$ cat src/rtl/cpu_types_pkg.sv
// Shared CPU types: branch-predictor counter constants and helpers.
// Widths depend on the instantiating module, so the constants come from functions of CTR_W.
package cpu_types_pkg;

    localparam int BP_ENTRIES_DEF = 16;
    localparam int BP_CTR_W_DEF   = 2;

    // Weakly-taken is the midpoint 2^(w-1); weakly-not-taken sits one below it.
    function automatic int bp_ctr_weak(input int ctr_w, input bit taken);
        return taken ? (1 << (ctr_w - 1)) : ((1 << (ctr_w - 1)) - 1);
    endfunction

    typedef logic [BP_CTR_W_DEF-1:0] bp_ctr_t;

    localparam bp_ctr_t BP_CTR_WEAK_T  = bp_ctr_t'(bp_ctr_weak(BP_CTR_W_DEF, 1'b1));
    localparam bp_ctr_t BP_CTR_WEAK_NT = bp_ctr_t'(bp_ctr_weak(BP_CTR_W_DEF, 1'b0));

    // Entry layout: valid, tag = pc[31:IDX_W+2], target = pc[31:2], direction counter.
    typedef struct packed {
        logic                            valid;
        logic [31-$clog2(BP_ENTRIES_DEF)-2:0] tag;
        logic [29:0]                     target;
        bp_ctr_t                         ctr;
    } bp_entry_t;

endpackage

$ cat src/rtl/branch_predictor_if.sv
// Fetch lookup, memory-stage training and control outputs of the branch predictor.
// Perf counter signals exist only when BP_PERF_CNT_EN is defined.
interface branch_predictor_if;

    logic [31:0] if_pc;
    logic        pred_hit;
    logic        pred_taken;
    logic [31:0] pred_npc;

    logic        upd_valid;
    logic [31:0] upd_pc;
    logic        upd_taken;
    logic [31:0] upd_target;
    logic        upd_pred_taken;
    logic [31:0] upd_pred_npc;

    logic        btb_correct;
    logic        btb_wrongtype;
    logic [31:0] redirect_pc;

`ifdef BP_PERF_CNT_EN
    logic [31:0] perf_branches;
    logic [31:0] perf_mispredicts;

    modport master (
        output if_pc, upd_valid, upd_pc, upd_taken, upd_target, upd_pred_taken, upd_pred_npc,
        input  pred_hit, pred_taken, pred_npc, btb_correct, btb_wrongtype, redirect_pc,
        input  perf_branches, perf_mispredicts
    );

    modport slave (
        input  if_pc, upd_valid, upd_pc, upd_taken, upd_target, upd_pred_taken, upd_pred_npc,
        output pred_hit, pred_taken, pred_npc, btb_correct, btb_wrongtype, redirect_pc,
        output perf_branches, perf_mispredicts
    );
`else
    modport master (
        output if_pc, upd_valid, upd_pc, upd_taken, upd_target, upd_pred_taken, upd_pred_npc,
        input  pred_hit, pred_taken, pred_npc, btb_correct, btb_wrongtype, redirect_pc
    );

    modport slave (
        input  if_pc, upd_valid, upd_pc, upd_taken, upd_target, upd_pred_taken, upd_pred_npc,
        output pred_hit, pred_taken, pred_npc, btb_correct, btb_wrongtype, redirect_pc
    );
`endif

endinterface

$ cat src/rtl/bp_table.sv
// BTB entry storage: flop array with asynchronous reset, a lookup read port,
// a training read port and one write port. Reads are combinational (no bypass).
module bp_table #(
    parameter int                ENTRIES   = 16,
    parameter int                ENTRY_W   = 8,
    parameter logic [ENTRY_W-1:0] RST_ENTRY = '0,
    localparam int               IDX_W     = $clog2(ENTRIES)
) (
    input  logic               CLK,
    input  logic               RST,
    input  logic [IDX_W-1:0]   lk_idx,
    output logic [ENTRY_W-1:0] lk_entry,
    input  logic [IDX_W-1:0]   tr_idx,
    output logic [ENTRY_W-1:0] tr_entry,
    input  logic               wr_en,
    input  logic [IDX_W-1:0]   wr_idx,
    input  logic [ENTRY_W-1:0] wr_entry
);

    logic [ENTRY_W-1:0] mem [ENTRIES];

    // NOTE: this array is flops, not a RAM macro, so it takes the async reset;
    // every valid bit must clear immediately or stale entries would predict after reset.
    always_ff @(posedge CLK or posedge RST) begin
        if (RST) begin
            for (int i = 0; i < ENTRIES; i++) begin
                mem[i] <= RST_ENTRY;
            end
        end else if (wr_en) begin
            mem[wr_idx] <= wr_entry;
        end
    end

    assign lk_entry = mem[lk_idx];
    assign tr_entry = mem[tr_idx];

endmodule

$ cat src/rtl/branch_predictor.sv
// Direct-mapped BTB with saturating direction counters: fetch lookup, memory-stage check and training.
// Optional feature: define BP_PERF_CNT_EN to add the branch / mispredict performance counters.
module branch_predictor
    import cpu_types_pkg::*;
#(
    parameter int ENTRIES = BP_ENTRIES_DEF,
    parameter int CTR_W   = BP_CTR_W_DEF
) (
    input  logic              CLK,
    input  logic              RST,
    branch_predictor_if.slave bp
);

    localparam int IDX_W = $clog2(ENTRIES);
    localparam int TAG_W = 30 - IDX_W;

    typedef logic [CTR_W-1:0] ctr_t;

    typedef struct packed {
        logic             valid;
        logic [TAG_W-1:0] tag;
        logic [29:0]      target;
        ctr_t             ctr;
    } entry_t;

    localparam int     ENTRY_W   = $bits(entry_t);
    localparam ctr_t   CTR_WK_T  = ctr_t'(bp_ctr_weak(CTR_W, 1'b1));
    localparam ctr_t   CTR_WK_NT = ctr_t'(bp_ctr_weak(CTR_W, 1'b0));
    localparam ctr_t   CTR_MAX   = '1;
    localparam entry_t RST_ENTRY = '{valid: 1'b0, tag: '0, target: '0, ctr: CTR_WK_NT};

    entry_t lk_e;
    entry_t tr_e;
    entry_t wr_e;
    logic   wr_en;
    logic   tr_hit;
    logic   mispredict;

    bp_table #(
        .ENTRIES  (ENTRIES),
        .ENTRY_W  (ENTRY_W),
        .RST_ENTRY(RST_ENTRY)
    ) u_table (
        .CLK     (CLK),
        .RST     (RST),
        .lk_idx  (bp.if_pc[IDX_W+1:2]),
        .lk_entry(lk_e),
        .tr_idx  (bp.upd_pc[IDX_W+1:2]),
        .tr_entry(tr_e),
        .wr_en   (wr_en),
        .wr_idx  (bp.upd_pc[IDX_W+1:2]),
        .wr_entry(wr_e)
    );

    // Reset holds every valid bit low, so the lookup needs no extra gating by RST.
    assign bp.pred_hit   = lk_e.valid && (lk_e.tag == bp.if_pc[31:IDX_W+2]);
    assign bp.pred_taken = bp.pred_hit && lk_e.ctr[CTR_W-1];
    assign bp.pred_npc   = bp.pred_taken ? {lk_e.target, 2'b00} : bp.if_pc + 32'd4;

    // A taken/taken pair still mispredicts when the carried target was stale.
    assign mispredict = bp.upd_valid &&
                        ((bp.upd_pred_taken != bp.upd_taken) ||
                         (bp.upd_taken && (bp.upd_pred_npc != bp.upd_target)));

    assign bp.btb_correct   = !mispredict;
    assign bp.btb_wrongtype = mispredict && !bp.upd_taken;
    assign bp.redirect_pc   = bp.upd_taken ? bp.upd_target : bp.upd_pc + 32'd4;

    assign tr_hit = tr_e.valid && (tr_e.tag == bp.upd_pc[31:IDX_W+2]);

    // NOTE: combinational next-entry logic uses blocking assignments with a default
    // first, so every path assigns wr_en/wr_e and no latch is inferred.
    always_comb begin
        wr_en = 1'b0;
        wr_e  = tr_e;
        if (bp.upd_valid) begin
            if (tr_hit) begin
                wr_en = 1'b1;
                if (bp.upd_taken) begin
                    wr_e.target = bp.upd_target[31:2];
                    if (tr_e.ctr != CTR_MAX) wr_e.ctr = tr_e.ctr + ctr_t'(1);
                end else if (tr_e.ctr != '0) begin
                    wr_e.ctr = tr_e.ctr - ctr_t'(1);
                end
            end else if (bp.upd_taken) begin
                wr_en = 1'b1;
                wr_e  = '{valid: 1'b1, tag: bp.upd_pc[31:IDX_W+2],
                          target: bp.upd_target[31:2], ctr: CTR_WK_T};
            end
        end
    end

`ifdef BP_PERF_CNT_EN
    always_ff @(posedge CLK or posedge RST) begin
        if (RST) begin
            bp.perf_branches    <= '0;
            bp.perf_mispredicts <= '0;
        end else if (bp.upd_valid) begin
            bp.perf_branches <= bp.perf_branches + 32'd1;
            if (mispredict) bp.perf_mispredicts <= bp.perf_mispredicts + 32'd1;
        end
    end
`endif

    // Word-aligned PCs: the low address bits carry no information here.
    logic unused_pc_bits;
    assign unused_pc_bits = ^{bp.if_pc[1:0], bp.upd_pc[1:0], bp.upd_target[1:0]};

endmodule

$ cat src/flat_wrapper.sv
// flat-port wrapper written by rule: the top's interface ports become plain ports
module branch_predictor_flat import cpu_types_pkg::*;
#(
    parameter int ENTRIES = BP_ENTRIES_DEF,
    parameter int CTR_W   = BP_CTR_W_DEF
)
  (CLK, RST, bp_if_pc, bp_upd_valid, bp_upd_pc, bp_upd_taken, bp_upd_target, bp_upd_pred_taken, bp_upd_pred_npc, bp_pred_hit, bp_pred_taken, bp_pred_npc, bp_btb_correct, bp_btb_wrongtype, bp_redirect_pc);
  branch_predictor_if bp_i ();
  input  logic CLK;
  input  logic RST;
  input wire logic [$bits(bp_i.if_pc)-1:0] bp_if_pc;
  input wire logic [$bits(bp_i.upd_valid)-1:0] bp_upd_valid;
  input wire logic [$bits(bp_i.upd_pc)-1:0] bp_upd_pc;
  input wire logic [$bits(bp_i.upd_taken)-1:0] bp_upd_taken;
  input wire logic [$bits(bp_i.upd_target)-1:0] bp_upd_target;
  input wire logic [$bits(bp_i.upd_pred_taken)-1:0] bp_upd_pred_taken;
  input wire logic [$bits(bp_i.upd_pred_npc)-1:0] bp_upd_pred_npc;
  output wire logic [$bits(bp_i.pred_hit)-1:0] bp_pred_hit;
  output wire logic [$bits(bp_i.pred_taken)-1:0] bp_pred_taken;
  output wire logic [$bits(bp_i.pred_npc)-1:0] bp_pred_npc;
  output wire logic [$bits(bp_i.btb_correct)-1:0] bp_btb_correct;
  output wire logic [$bits(bp_i.btb_wrongtype)-1:0] bp_btb_wrongtype;
  output wire logic [$bits(bp_i.redirect_pc)-1:0] bp_redirect_pc;
  assign bp_i.if_pc = bp_if_pc;
  assign bp_i.upd_valid = bp_upd_valid;
  assign bp_i.upd_pc = bp_upd_pc;
  assign bp_i.upd_taken = bp_upd_taken;
  assign bp_i.upd_target = bp_upd_target;
  assign bp_i.upd_pred_taken = bp_upd_pred_taken;
  assign bp_i.upd_pred_npc = bp_upd_pred_npc;
  assign bp_pred_hit = bp_i.pred_hit;
  assign bp_pred_taken = bp_i.pred_taken;
  assign bp_pred_npc = bp_i.pred_npc;
  assign bp_btb_correct = bp_i.btb_correct;
  assign bp_btb_wrongtype = bp_i.btb_wrongtype;
  assign bp_redirect_pc = bp_i.redirect_pc;
  branch_predictor #(.ENTRIES(ENTRIES), .CTR_W(CTR_W)) u_core (.CLK(CLK), .RST(RST), .bp(bp_i));
endmodule
$ cat config.mk
export PLATFORM = sky130hd
export DESIGN_NAME = branch_predictor_flat
export DESIGN_NICKNAME = d
export VERILOG_FILES = /design/src/rtl/cpu_types_pkg.sv /design/src/rtl/branch_predictor_if.sv /design/src/rtl/bp_table.sv /design/src/rtl/branch_predictor.sv /design/src/flat_wrapper.sv
export SDC_FILE = /design/constraint.sdc
export NUM_CORES = 2
export LEC_CHECK = 0
export BUFFER_PORTS_ARGS = -buffer_cell sky130_fd_sc_hd__buf_4
export CORE_MARGIN = 2
export CORE_UTILIZATION = 45
export DETAILED_ROUTE_END_ITERATION = 6
export GPL_TIMING_DRIVEN = 0
export SYNTH_ARGS = -nofsm -noshare
export SYNTH_HDL_FRONTEND = slang
export SYNTH_SLANG_ARGS = --single-unit
$ cat constraint.sdc
create_clock -name CLK -period 75.6 [get_ports CLK]
set_input_delay 15.12 -clock CLK [delete_from_list [all_inputs] [get_ports CLK]]
set_output_delay 15.12 -clock CLK [all_outputs]
set_load 0.03 [all_outputs]
-- Yosys cells after proc, flatten, opt, wreduce, memory -nomap -nowiden
Index checks and enable logic that the tools add are counted.
- bits in registers: 944
- bits of input ports: 133
- output and inout bits: 68
- word-level logic and storage cells: 63
- $add $sub $neg: 4
- $lt $le $gt $ge: 3
- equality and inequality tests: 5
- muxes and demuxes: 22
- bitwise logic cells: 2
- reductions and logical operators: 11
- operator list (cell ; count):
    bitwise mux 944 bit ; 1
    binary-select mux 59 bit (select 4 bit) ; 2
    two-way mux 59 bit ; 7
    demux 59 bit (select 4 bit) ; 1
    two-way mux 32 bit ; 3
    adder 32 x 3 -> 32 bit (second input constant) ; 2
    equality test 26 bit ; 2
    inequality test 32 bit ; 1
    two-way mux 30 bit ; 1
    two-way mux 27 bit ; 1
    greater-or-equal comparator 5 bit (second input constant) ; 2
    inverter 4 -> 5 bit ; 2
    logical AND 1 bit ; 7
    two-way mux 2 bit ; 3
    < comparator 5 x 1 -> 1 bit (second input constant) ; 1
    two-way mux 1 bit ; 3
    adder 2 x 1 -> 2 bit (second input constant) ; 1
    logical NOT 1 bit ; 2
    inequality test 2 bit (second input constant) ; 1
    nonzero test 2 bit ; 1
    subtractor 2 x 1 -> 2 bit (second input constant) ; 1
    logical OR 1 bit ; 1
    inequality test 1 bit ; 1

-- Longest topological paths before layout
- word-level depth: 10
- gate-level depth with buffers: 17
- depth with buffers taken out: 9

-- Modules after synthesis
A second synthesis with hierarchy kept.
- cell total of the unflattened synthesis: 3539
- area total of the unflattened synthesis: 52310.2 sq um
- by module, submodules not included (module ; instances ; cells an instance ; area an instance (sq um) ; seq. area each (sq um)):
    bp_table ; 1 ; 3070 ; 48679.2 ; 23642.7
    branch_predictor ; 1 ; 469 ; 3631.0 ; 0.0

-- Worst setup path before layout
Ideal clock, no wire load.
- kind: input-to-output
- from: input bp_if_pc[2]
- to: output bp_pred_npc[10]
- arrival: 19.604 ns
- data required time: 60.480 ns
- path slack: 40.876 ns
- cell stages on the path: 15
- path buffers: 6
- cells stage by stage: buf_2 buf_2 buf_1 buf_2 mux4_2 mux2i_1 mux2i_1 xor2_1 nor4_1 nand4_1 nor4_2 and2_1 buf_2 clkbuf_1 o21ai_0
- cells in the longest elaborated chain, start to end: 8
- elaborated cells on any way between the ends: 9
- those cells by class: add/sub (1); eq/ne (1); mux (4); bitwise (1); reduce/logical (2)
- RTL lines (element ; line ; source):
    start: declaration ; flat_wrapper.sv:11 ; input wire logic [$bits(bp_i.if_pc)-1:0] bp_if_pc;
    inverter 4 -> 5 bit (implied by the code) * ; bp_table.sv:34 ; assign lk_entry = mem[lk_idx];
    binary-select mux 59 bit (select 4 bit) * ; bp_table.sv:34 ;
    two-way mux 59 bit (implied by the code) * (2 in series) ; bp_table.sv:34 ;
    equality test 26 bit ; branch_predictor.sv:56 ; assign bp.pred_hit = lk_e.valid && (lk_e.tag == bp.if_pc[31:IDX_W+2]);
    logical AND 1 bit * ; branch_predictor.sv:56 ;
    net bp_pred_hit ; flat_wrapper.sv:18 ; output wire logic [$bits(bp_i.pred_hit)-1:0] bp_pred_hit;
    logical AND 1 bit * ; branch_predictor.sv:57 ; assign bp.pred_taken = bp.pred_hit && lk_e.ctr[CTR_W-1];
    net bp_pred_taken ; flat_wrapper.sv:19 ; output wire logic [$bits(bp_i.pred_taken)-1:0] bp_pred_taken;
    two-way mux 32 bit * ; branch_predictor.sv:58 ; assign bp.pred_npc = bp.pred_taken ? {lk_e.target, 2'b00} : bp.if_pc + 32'd4;
    end: declaration ; flat_wrapper.sv:20 ; output wire logic [$bits(bp_i.pred_npc)-1:0] bp_pred_npc;
The timed path passes the listed nets; every way through them passes the cells marked *. The select of a mux whose other input is x is not followed.

-- Worst setup path after layout
- from: input bp_if_pc[3]
- to: output bp_pred_npc[29]
- cells in the longest elaborated chain, start to end: 8
- elaborated cells on any way between the ends: 9
- those cells by class: add/sub (1); eq/ne (1); mux (4); bitwise (1); reduce/logical (2)
- RTL lines (element ; line):
    inverter 4 -> 5 bit (implied by the code) ; bp_table.sv:34
    binary-select mux 59 bit (select 4 bit) ; bp_table.sv:34
    two-way mux 59 bit (implied by the code) (2 in series) ; bp_table.sv:34
    equality test 26 bit ; branch_predictor.sv:56
    logical AND 1 bit ; branch_predictor.sv:56
    logical AND 1 bit ; branch_predictor.sv:57
    two-way mux 32 bit * ; branch_predictor.sv:58
Mark *: on every way between the ends. The rest lies on a longest branch, timed or not. The select of a mux whose other input is x is not followed.

==> results.py <==
metrics = {
    "run_status": {
        "status": "complete, but fails checks",
        "violations": "DRC, capacitance limit, slew limit",
    },
    "clock_network": {
        "cts_tree": "built",
        "ctsHoldBuffers": 0,
        "cts.path.max_buffers": 3,
        "root_buffer": "clkbuf_16",
        "postCtsSetupBuffers": 0,
        "clock_latency_ns": 0.73,
        "path_clk_slew_ns": 0.06,
        "h-tree-depth": 3,
        "cts_resized": 0,
        "cts-buffers-inserted": 106,
        "cts.sinks": 944,
    },
    "yosys": {
        "yosysUniqueCellTypes": 65,
        "synthArstFlopShare_pct": 100.0,
        "synth_edf_count": 0,
        "synthTopCellsByCount": "994 x mux2_2, 928 x dfrtp_1, 518 x mux4_2, 171 x clkbuf_1, 163 x mux2i_1",
        "syn_inst": 3556,
        "synth_flop_cell": "dfrtp_1",
        "synth_top_area_share_pct": 43.34,
        "synth.area.top_cells": "dfrtp_1 43%, mux4_2 22%, mux2_2 21%",
        "yosys_warnings": 0,
        "yosysMostFrequentCell": "mux2_2",
        "yosysTopAreaCell": "dfrtp_1",
        "synth_area_per_cell_um2": 15.07,
        "synth-seq-cells": 944,
        "ys_seq_area_share_pct": 44.13,
        "synthesis.area_mm2": 0.05358,
        "syn_nets": 3694,
    },
    "finish": {
        "regMostFlops": "u_core.u_table.mem",
        "diodes": 0,
        "largest_reg_flops": 944,
        "largestRegisters": "u_core.u_table.mem (944)",
        "stdcell_count": 5488,
        "layout.nets": 4001,
        "drive_gt1_share_pct": 52.18,
        "fillers": 9996,
        "areaGrowthSynthToFinish_pct": 13.32,
    },
    "critical_path": {
        "startpoint_type": "input pin",
        "r2r_cells": 12,
        "critPathRequiredTime_ns": 60.48,
        "crit_arrival_ns": 23.10,
        "cp_max_fo": 10,
        "path_class": "input pin to output port",
        "cp-end-kind": "output port",
    },
    "drt": {
        "post_drt_wl_per_cell_um": 38.58,
        "dr.pass1.iters": 7,
        "vias": 37131,
        "antenna_left": 0,
        "drtIter0Drc": 4690,
        "remaining_drc_errors": 1,
        "post_drt_via_cell_ratio": 6.766,
        "totalWireLength_um": 211700,
    },
    "pwr": {
        "ir_worst_vdd_mv": 0.02055,
        "finalPower_mw": 1.497,
        "power.density_mw_per_mm2": 24.65,
        "leakage_nw": 26.93,
    },
    "min_path": {
        "hold_path.class": "register to register",
        "min_delay_path_depth": 2,
    },
    "place": {
        "port_buffers": 186,
        "dp_hpwl_um": 148300,
        "globalplace.congestion": 0.9912,
        "dp.cells": 5288,
    },
    "grt": {
        "grt_start_max_net_pins": 127,
        "grt_first_pass_wirelength_um": 292400,
        "grt_usage_pct": 34.78,
        "antenna_found_initial": 19,
        "first_global_vias": 36559,
        "overflow": 0,
    },
    "timing": {
        "period_needed_ns": 38.22,
        "fmax_mhz": 26.16,
        "setup_tns_ns": 0,
        "rsz0062_at_grt": "false",
        "hold_violations": 0,
        "post-route-period-util_pct": 50.56,
        "finClkSkew_ns": 0.03074,
        "tightest_slew_ns": 1.516,
        "finalSetupViolations": 0,
        "slew_violations": 11,
        "max_slew_margin_pct": -1.069,
    },
    "floorplanning": {
        "num_rows": 126,
        "die_h_um": 349.1,
        "start_util_pct": 45.38,
        "die_w_um": 349.1,
        "core_area_mm2": 0.1181,
        "die_area_mm2": 0.1218,
        "ios": 201,
    },
    "run": {
        "drv_cap": 1,
    },
}
-- metal layers --
metal / vias up / track usage (%) / wire [um]
met2: 2196 / 47.70 / 87020
met5: - / 0 / 149
met4: 22 / 15.19 / 10300
met3: 474 / 13.35 / 27200
met1: 20110 / 48.94 / 87060
li1: 14329 / - / -
-- area by class of cell --
type / count / area, um^2 / area share (%)
repair buffers: 199 / 1690 / 2.784
multi-input cells: 2241 / 28270 / 46.56
plain buffers: 338 / 1551 / 2.555
inverters: 33 / 131.4 / 0.2164
clock buffers: 161 / 3159 / 5.203
well taps: 1536 / 1922 / 3.165
flip-flops and latches: 944 / 23640 / 38.94
clock inverters: 36 / 352.8 / 0.5811
-- worst max-delay path, stage by stage --
cell	delay [ns]
buf_4	0.15
buf_1	0.95
clkbuf_1	0.91
buf_2	0.76
mux2i_1	0.22
mux2i_1	0.45
xor2_1	0.41
nor4_1	0.87
nand4_1	0.58
nor4_2	1.07
and2_1	0.24
buf_2	0.27
buf_2	0.40
mux2_2	0.46
buf_4	0.19
-- cells in the final DEF (no fill, tap or decap), types with 6 or more instances in the layout --
master	synthesis	layout
nor4_1	13	13
and3_1	9	9
nand2b_1	7	7
xnor2_1	71	71
a21oi_1	12	12
buf_4	27	213
nor2b_1	16	16
clkbuf_8	0	30
buf_16	0	9
nor2_1	36	36
nand4_1	23	23
or2_2	12	12
and2_1	8	8
buf_2	90	94
a22oi_1	24	24
nor3_1	10	10
o22ai_1	8	8
mux2_1	9	9
nor3_2	6	6
clkbuf_16	0	106
clkbuf_1	171	196
buf_6	8	9
dfrtp_1	928	928
a22o_1	9	9
mux2i_1	163	163
buf_1	41	35
nand2_1	85	85
xor2_1	62	62
mux2_2	994	994
mux4_2	518	518
inv_1	31	30
clkinv_2	0	22
o21ai_0	49	49
nand3_1	30	30
dfstp_2	16	16
-- per-stage QoR --
stage	area (um^2)	setup slack [ns]	hold slack (ns)	utilization, %
floorplan	53580	33.96	0.4422	-
global placement	56900	22.09	0.4522	48.19
detailed placement	57170	38.02	0.4535	48.42
CTS	60680	38.02	0.4684	51.39
global route	60720	37.74	0.4883	51.42
finish	60720	37.38	0.4650	51.42
-- final timing paths --
check	endpoint	startpoint	slack (ns)
max	bp_pred_npc[29]	bp_if_pc[3]	37.38
min	u_core.u_table.mem[413]	u_core.u_table.mem[413]	0.47
max reg2reg	u_core.u_table.mem[891]	u_core.u_table.mem[686]	69.93
min reg2reg	u_core.u_table.mem[413]	u_core.u_table.mem[413]	0.47
max in group asynchronous	u_core.u_table.mem[114]	RST	59.15
min in group asynchronous	u_core.u_table.mem[544]	RST	14.34
-- kinds of logic after synthesis --
kind of cell    count (synthesis)  share of synthesized area (%)
mux                          1684                          45.90
flops                         944                          44.13
buf+inv                       371                          3.113
simple gates                  273                          2.735
compound gates                145                          1.819
xor+xnor                      133                          2.174
fa+ha+maj                       6                         0.1354
-- power breakdown --
part | switching, mW | internal (mW) | leakage [nW]
clock | 0.230 | 0.299 | 1.74
sequential | 0.0567 | 0.582 | 12.6
combinational | 0.165 | 0.165 | 12.5
No activity file was read; power rests on OpenSTA's default activity.
